**config.mk**
```make
export PLATFORM = sky130hd
export DESIGN_NAME = xbar_select_ctrl_flat
export DESIGN_NICKNAME = d
export VERILOG_FILES = /design/src/rtl/xbar_select_ctrl_if.sv /design/src/rtl/xbar_select_ctrl.sv /design/src/flat_wrapper.sv
export SDC_FILE = /design/constraint.sdc
export NUM_CORES = 1
export LEC_CHECK = 0
export ABC_AREA = 1
export CORE_ASPECT_RATIO = 1.5
export CORE_UTILIZATION = 50
export DETAILED_ROUTE_END_ITERATION = 16
export PLACE_DENSITY = 0.76
export SLEW_MARGIN = 20
export SYNTH_ARGS = -nofsm -noshare
export SYNTH_HDL_FRONTEND = slang
export SYNTH_SLANG_ARGS = --single-unit
export TNS_END_PERCENT = 30
```
**constraint.sdc**
```tcl
create_clock -name clk -period 1.61 [get_ports clk]
set_clock_uncertainty 0.1 [all_clocks]
set_input_delay 0.483 -clock clk [delete_from_list [all_inputs] [get_ports clk]]
set_output_delay 0.483 -clock clk [all_outputs]
set_load 0.05 [all_outputs]
```
**src/rtl/xbar_select_ctrl_if.sv**
```systemverilog
// Crossbar select controller bus: allocator grants and flit status in,
// per-output mux selects, busy flags and sticky error flags out.
interface xbar_select_ctrl_if #(
    parameter int N_PORTS = 5,
    parameter int SEL_W   = 3
);

    logic [N_PORTS-1:0]       grant;
    logic [N_PORTS*SEL_W-1:0] req_dir;
    logic [N_PORTS-1:0]       flit_vld;
    logic [N_PORTS-1:0]       flit_tail;
    logic [N_PORTS*SEL_W-1:0] sel;
    logic [N_PORTS-1:0]       out_busy;
    logic                     err_conflict;
    logic                     err_timeout;

    // Allocator / traffic side
    modport master (
        output grant, req_dir, flit_vld, flit_tail,
        input  sel, out_busy, err_conflict, err_timeout
    );

    // Select controller side
    modport slave (
        input  grant, req_dir, flit_vld, flit_tail,
        output sel, out_busy, err_conflict, err_timeout
    );

endinterface

```
**src/rtl/xbar_select_ctrl.sv**
```systemverilog
// Crossbar output select controller: one lock FSM per output turns allocator
// grants into mux selects and releases the output on the owner's tail flit
// or when the lock has been held too long.
module xbar_select_ctrl #(
    parameter int N_PORTS = 5,
    parameter int SEL_W   = 3,
    parameter int TIMEOUT = 255
) (
    input logic               clk,
    input logic               reset,
    xbar_select_ctrl_if.slave bus
);

    // A zero timeout still needs a legal one-bit counter; it simply never moves.
    localparam int               AGE_W    = (TIMEOUT > 0) ? $clog2(TIMEOUT + 1) : 1;
    localparam logic [SEL_W-1:0] IDLE_SEL = '1;
    localparam logic [AGE_W-1:0] AGE_MAX  = AGE_W'(TIMEOUT);

    typedef enum logic {
        ST_IDLE,
        ST_LOCKED
    } out_state_e;

    out_state_e               state_q  [N_PORTS];
    out_state_e               state_d  [N_PORTS];
    logic [SEL_W-1:0]         owner_q  [N_PORTS];
    logic [SEL_W-1:0]         owner_d  [N_PORTS];
    logic [AGE_W-1:0]         age_q    [N_PORTS];
    logic [AGE_W-1:0]         age_d    [N_PORTS];
    logic [N_PORTS-1:0]       hit      [N_PORTS];
    logic [N_PORTS-1:0]       owner_oh [N_PORTS];
    logic [N_PORTS-1:0]       released;
    logic [N_PORTS-1:0]       timed_out;
    logic                     conflict_ev;
    logic                     timeout_ev;
    logic                     err_conflict_q;
    logic                     err_timeout_q;
    logic [N_PORTS*SEL_W-1:0] sel_vec;
    logic [N_PORTS-1:0]       busy_vec;

    // Lowest set bit wins when several inputs ask for the same free output.
    function automatic logic [SEL_W-1:0] lowest_index(input logic [N_PORTS-1:0] v);
        lowest_index = '0;
        for (int i = N_PORTS - 1; i >= 0; i--) begin
            if (v[i]) begin
                lowest_index = SEL_W'(i);
            end
        end
    endfunction

    // Which granted inputs target each output; directions >= N_PORTS match nothing.
    always_comb begin
        for (int o = 0; o < N_PORTS; o++) begin
            hit[o] = '0;
            for (int i = 0; i < N_PORTS; i++) begin
                hit[o][i] = bus.grant[i] && (bus.req_dir[i*SEL_W +: SEL_W] == SEL_W'(o));
            end
        end
    end

    // Release events per output: owner's tail flit, or the age limit being hit.
    always_comb begin
        released  = '0;
        timed_out = '0;
        for (int o = 0; o < N_PORTS; o++) begin
            owner_oh[o] = '0;
            for (int i = 0; i < N_PORTS; i++) begin
                owner_oh[o][i] = (owner_q[o] == SEL_W'(i));
            end
            timed_out[o] = (TIMEOUT > 0) && (state_q[o] == ST_LOCKED) && (age_q[o] == AGE_MAX);
            released[o]  = (state_q[o] == ST_LOCKED) &&
                           ((owner_oh[o] & bus.flit_vld & bus.flit_tail) != '0);
        end
    end

    // Next-state logic: timeout beats tail, and a tail frees the output before new grants are considered.
    always_comb begin
        conflict_ev = 1'b0;
        timeout_ev  = 1'b0;
        for (int o = 0; o < N_PORTS; o++) begin
            state_d[o] = state_q[o];
            owner_d[o] = owner_q[o];
            age_d[o]   = age_q[o];
            if (timed_out[o]) begin
                state_d[o] = ST_IDLE;
                age_d[o]   = '0;
                timeout_ev = 1'b1;
                if ((hit[o] & ~owner_oh[o]) != '0) begin
                    conflict_ev = 1'b1;
                end
            end else if ((state_q[o] == ST_IDLE) || released[o]) begin
                if (hit[o] != '0) begin
                    state_d[o] = ST_LOCKED;
                    owner_d[o] = lowest_index(hit[o]);
                    age_d[o]   = '0;
                    if ((hit[o] & (hit[o] - N_PORTS'(1))) != '0) begin
                        conflict_ev = 1'b1;
                    end
                end else begin
                    state_d[o] = ST_IDLE;
                    age_d[o]   = '0;
                end
            end else begin
                if (age_q[o] < AGE_MAX) begin
                    age_d[o] = age_q[o] + AGE_W'(1);
                end
                if ((hit[o] & ~owner_oh[o]) != '0) begin
                    conflict_ev = 1'b1;
                end
            end
        end
    end

    // Per-output state, owner and age registers plus the sticky error flags.
    always_ff @(posedge clk) begin
        if (!reset) begin
            for (int o = 0; o < N_PORTS; o++) begin
                state_q[o] <= ST_IDLE;
                owner_q[o] <= '0;
                age_q[o]   <= '0;
            end
            err_conflict_q <= 1'b0;
            err_timeout_q  <= 1'b0;
        end else begin
            for (int o = 0; o < N_PORTS; o++) begin
                state_q[o] <= state_d[o];
                owner_q[o] <= owner_d[o];
                age_q[o]   <= age_d[o];
            end
            err_conflict_q <= err_conflict_q | conflict_ev;
            err_timeout_q  <= err_timeout_q | timeout_ev;
        end
    end

    // Output decode: a locked output selects its owner, an idle one selects nothing.
    always_comb begin
        sel_vec  = '1;
        busy_vec = '0;
        for (int o = 0; o < N_PORTS; o++) begin
            if (state_q[o] == ST_LOCKED) begin
                sel_vec[o*SEL_W +: SEL_W] = owner_q[o];
                busy_vec[o]               = 1'b1;
            end else begin
                sel_vec[o*SEL_W +: SEL_W] = IDLE_SEL;
                busy_vec[o]               = 1'b0;
            end
        end
    end

    assign bus.sel          = sel_vec;
    assign bus.out_busy     = busy_vec;
    assign bus.err_conflict = err_conflict_q;
    assign bus.err_timeout  = err_timeout_q;

endmodule

```
**src/flat_wrapper.sv**
```systemverilog
// flat-port wrapper written by rule: the top's interface ports become plain ports
module xbar_select_ctrl_flat 
#(
    parameter int N_PORTS = 5,
    parameter int SEL_W   = 3,
    parameter int TIMEOUT = 255
)
  (clk, reset, bus_grant, bus_req_dir, bus_flit_vld, bus_flit_tail, bus_sel, bus_out_busy, bus_err_conflict, bus_err_timeout);
  xbar_select_ctrl_if #(.N_PORTS(N_PORTS), .SEL_W(SEL_W)) bus_i ();
  input logic clk;
  input logic reset;
  input wire logic [$bits(bus_i.grant)-1:0] bus_grant;
  input wire logic [$bits(bus_i.req_dir)-1:0] bus_req_dir;
  input wire logic [$bits(bus_i.flit_vld)-1:0] bus_flit_vld;
  input wire logic [$bits(bus_i.flit_tail)-1:0] bus_flit_tail;
  output wire logic [$bits(bus_i.sel)-1:0] bus_sel;
  output wire logic [$bits(bus_i.out_busy)-1:0] bus_out_busy;
  output wire logic [$bits(bus_i.err_conflict)-1:0] bus_err_conflict;
  output wire logic [$bits(bus_i.err_timeout)-1:0] bus_err_timeout;
  assign bus_i.grant = bus_grant;
  assign bus_i.req_dir = bus_req_dir;
  assign bus_i.flit_vld = bus_flit_vld;
  assign bus_i.flit_tail = bus_flit_tail;
  assign bus_sel = bus_i.sel;
  assign bus_out_busy = bus_i.out_busy;
  assign bus_err_conflict = bus_i.err_conflict;
  assign bus_err_timeout = bus_i.err_timeout;
  xbar_select_ctrl #(.N_PORTS(N_PORTS), .SEL_W(SEL_W), .TIMEOUT(TIMEOUT)) u_core (.clk(clk), .reset(reset), .bus(bus_i));
endmodule
```
==> qor.csv <==
stage;metric;value;unit
synth;synth-edff-count;0;
route;firstDrtPassIters;5;
die;start_util;52.46;%
synth;synth_area_per_cell;6.021;µm²
cells_and_area;num_antenna_cells;0;
sta;max-slew-margin-rel;67.50;%
clocking;clkSlewWorstSetupHoldPaths;0.05;ns
power_and_ir_drop;switchingPower;1.638;mW
critical_path;arrival;1.94;ns
run_status;violations;negative setup slack;
clocking;h-tree-depth;3;
sta;fin_setup_tns;-2.135;ns
sta;min_period;1.821;ns
power_and_ir_drop;p_comb_share;28.0;%
sta;rsz0062_at_grt;yes;
route;drtIter0Drc;436;
clocking;cts_buffers;9;
global_route;grtUsageTotal;32.93;%
place;gp_congestion;0.9774;
synth;synth_commonest_cells;nand2_1 (211), nor2_1 (109), inv_1 (80), dfxtp_1 (62), a21oi_1 (47);
clocking;cts_root_buffer;clkbuf_16;
power_and_ir_drop;p_int;3.447;mW
critical_path;critPathMaxFanout;4;
synth;ys.flop_type;dfxtp_1;
sta;finalSetupViolations;30;
synth;ys_types;42;
sta;worst_pin_slew;0.4830;ns
global_route;grt_pass1_wl;21.62;mm
clocking;cts_tree;yes;
power_and_ir_drop;ir_drop;0.6457;mV
synth;ys_async_sr_fraction;0;%
power_and_ir_drop;p_sw_share;32.21;%
sta;finalCritPeriodShare;113.1;%
route;postRouteAntennaNets;0;
critical_path;worst_setup_path_start_kind;register;
global_route;antenna_found_initial;0;
run;maxCapViolations;0;
die;boundaryPins;54;
clocking;cts_buffer_depth;2;
route;wl_per_cell;16.95;µm
critical_path;worstPathRequired;1.73;ns
cells_and_area;synthToLayoutAreaGrowth;68.92;%
sta;fmax;549.2;MHz
route;vias;5590;
global_route;met2_usage;57.92;%
power_and_ir_drop;power_density;739.6;nW/µm²
synth;ys_ff_latch;62;
sta;setup_slack;-0.2108;ns
die;rows;39;
global_route;grt_pass1_vias;5118;
synth;syn-num-nets;713;
global_route;grt_max_degree;12;
synth;synth_area_leaders;dfxtp_1 (30%), nand2_1 (19%), nor2_1 (10%), inv_1 (7.4%), a21oi_1 (5.8%);
worst_hold_path;hold_class;register to register;
synth;ys.warnings.count;0;
place;dp_hpwl;9.511;mm
synth;yosysTopAreaCellShare;30.49;%
clocking;cts_sinks;62;
clocking;postCtsHoldBufs;0;
route;totalWireLength;16.41;mm
synth;synthesis.area;4070;µm²
global_route;grtUsageMet3;7.271;%
power_and_ir_drop;p_seq_share;32.9;%
global_route;grt_busiest_layer;met2;
synth;yosysTopAreaCell;dfxtp_1;
cells_and_area;nNetsFinal;898;
place;portBuffers;53;
clocking;clock_latency;0.34;ns
die;dieWidth;75.67;µm
route;vias_per_cell;5.775;
die;coreArea;7759;µm²
synth;synthCells;676;
critical_path;critPathCaptureType;register;
run_status;status;finished with violations;
global_route;grt_remaining_overflow;0;
sta;finalHoldViolations;0;
die;die_h;112.5;µm
power_and_ir_drop;p_clk_share;39.1;%
route;drcViolationCount;0;
critical_path;critPathKind;register to register;
global_route;gr-usage-met1;32.83;%
synth;yosysMostFrequentCell;nand2_1;
die;die_area;8512;µm²
cells_and_area;utilization;88.61;%
power_and_ir_drop;leakage;3.117;nW
cells_and_area;drive_above_1_share;45.27;%
synth;ys_seq_area_share;30.49;%
sta;slew_violations;0;
==> area by class of cell <==
cell class / instances / area [µm²]
timing repair buffer: 177 / 1678
clock buffer: 11 / 242.7
multi-input combinational: 522 / 3094
sequential: 62 / 1310
fill: 367 / 883.3
clock inverter: 5 / 58.81
tap: 102 / 127.6
inverter: 89 / 364.1
==> stage by stage <==
stage	cells	setup WS [ns]	power, mW	cell area (µm²)	hold WS, ns
floorplan	676	-0.1093	2.245	4071	0.3582
global placement	932	-0.7239	2.832	5724	0.3853
detailed placement	932	-0.7819	2.855	5724	0.3974
CTS	959	-0.1042	4.878	6391	0.3847
global route	968	-0.3251	5.225	6875	0.4315
finish	968	-0.2108	5.085	6875	0.4140
==> power groups by stage <==
stage	registers (mW)	clock network, mW	logic, mW
after floorplan	1.72	0	0.524
after global placement	1.67	0	1.16
after detailed placement	1.67	0	1.18
after CTS	1.65	1.98	1.26
after global routing	1.67	2.05	1.50
final	1.67	1.99	1.42
==> kinds of logic after synthesis <==
family	synth area share, %
and+or+nand+nor	45.10
DFF	30.49
adders and majority gates	1.537
AOI/OAI and AO/OA	11.56
buffers and inverters	8.731
xor gates and xnor gates	2.582
==> placed cells by master (no fill, tap or decap), drive strengths merged <==
master         count
xor2               6
o2111ai            1
nand3             41
nor3              14
o21ai             18
a311oi             3
or2               10
dfxtp             62
a211oi             5
o21a               1
clkinvlp           3
o31ai              1
nand2            219
xnor2              6
and2               1
bufinv             1
clkdlybuf4s15      3
buf              147
clkbuf            15
dlygate4sd2       23
clkinv             3
nand4             11
a31oi              6
nor2             116
nor4               3
nand3b             3
and3               1
nor3b              3
a21oi             48
inv               87
ha                 5
==> critical path, cell delays in order, from the launching register on <==
cell	delay, ns
dfxtp_2	0.34
buf_4	0.13
nand2_1	0.07
nor2_1	0.16
nand2_1	0.13
nand2_1	0.10
nor2_1	0.05
nand2_1	0.08
nand2_1	0.08
nand2_1	0.09
nand2_1	0.07
nor2_2	0.08
nand2_1	0.06
nor2_1	0.11
nor2_1	0.05
==> registers in the layout (all words and copies together) (netlist names) <==
name,flops
u_core.bus.err_conflict,1
u_core.state_q,5
u_core.owner_q,15
u_core.bus.err_timeout,1
u_core.age_q,40
==> layer usage <==
layer	share of wire [%]	routed length (µm)
met1	35	5671
met2	50	8279
met3	7.3	1201
met4	7.7	1257
met5	0	0
==> repair_timing <==
action	in CTS	in global routing
cloned	0	0
pin swaps	47	46
resized for setup	156	148
buffers inserted	11	10
setup endpoints to repair	76	66
==> path summary, 6_finish.rpt <==
check	start	end	slack, ns	cells past startpoint
setup / recovery	u_core.owner_q[0][4]	u_core.bus.err_conflict	-0.21	14
hold reg to reg	u_core.owner_q[0][7]	u_core.owner_q[0][7]	0.41	2
hold / removal	u_core.owner_q[0][7]	u_core.owner_q[0][7]	0.41	2
setup reg to reg	u_core.owner_q[0][4]	u_core.bus.err_conflict	-0.21	14
(Power assumes the default switching activity.)
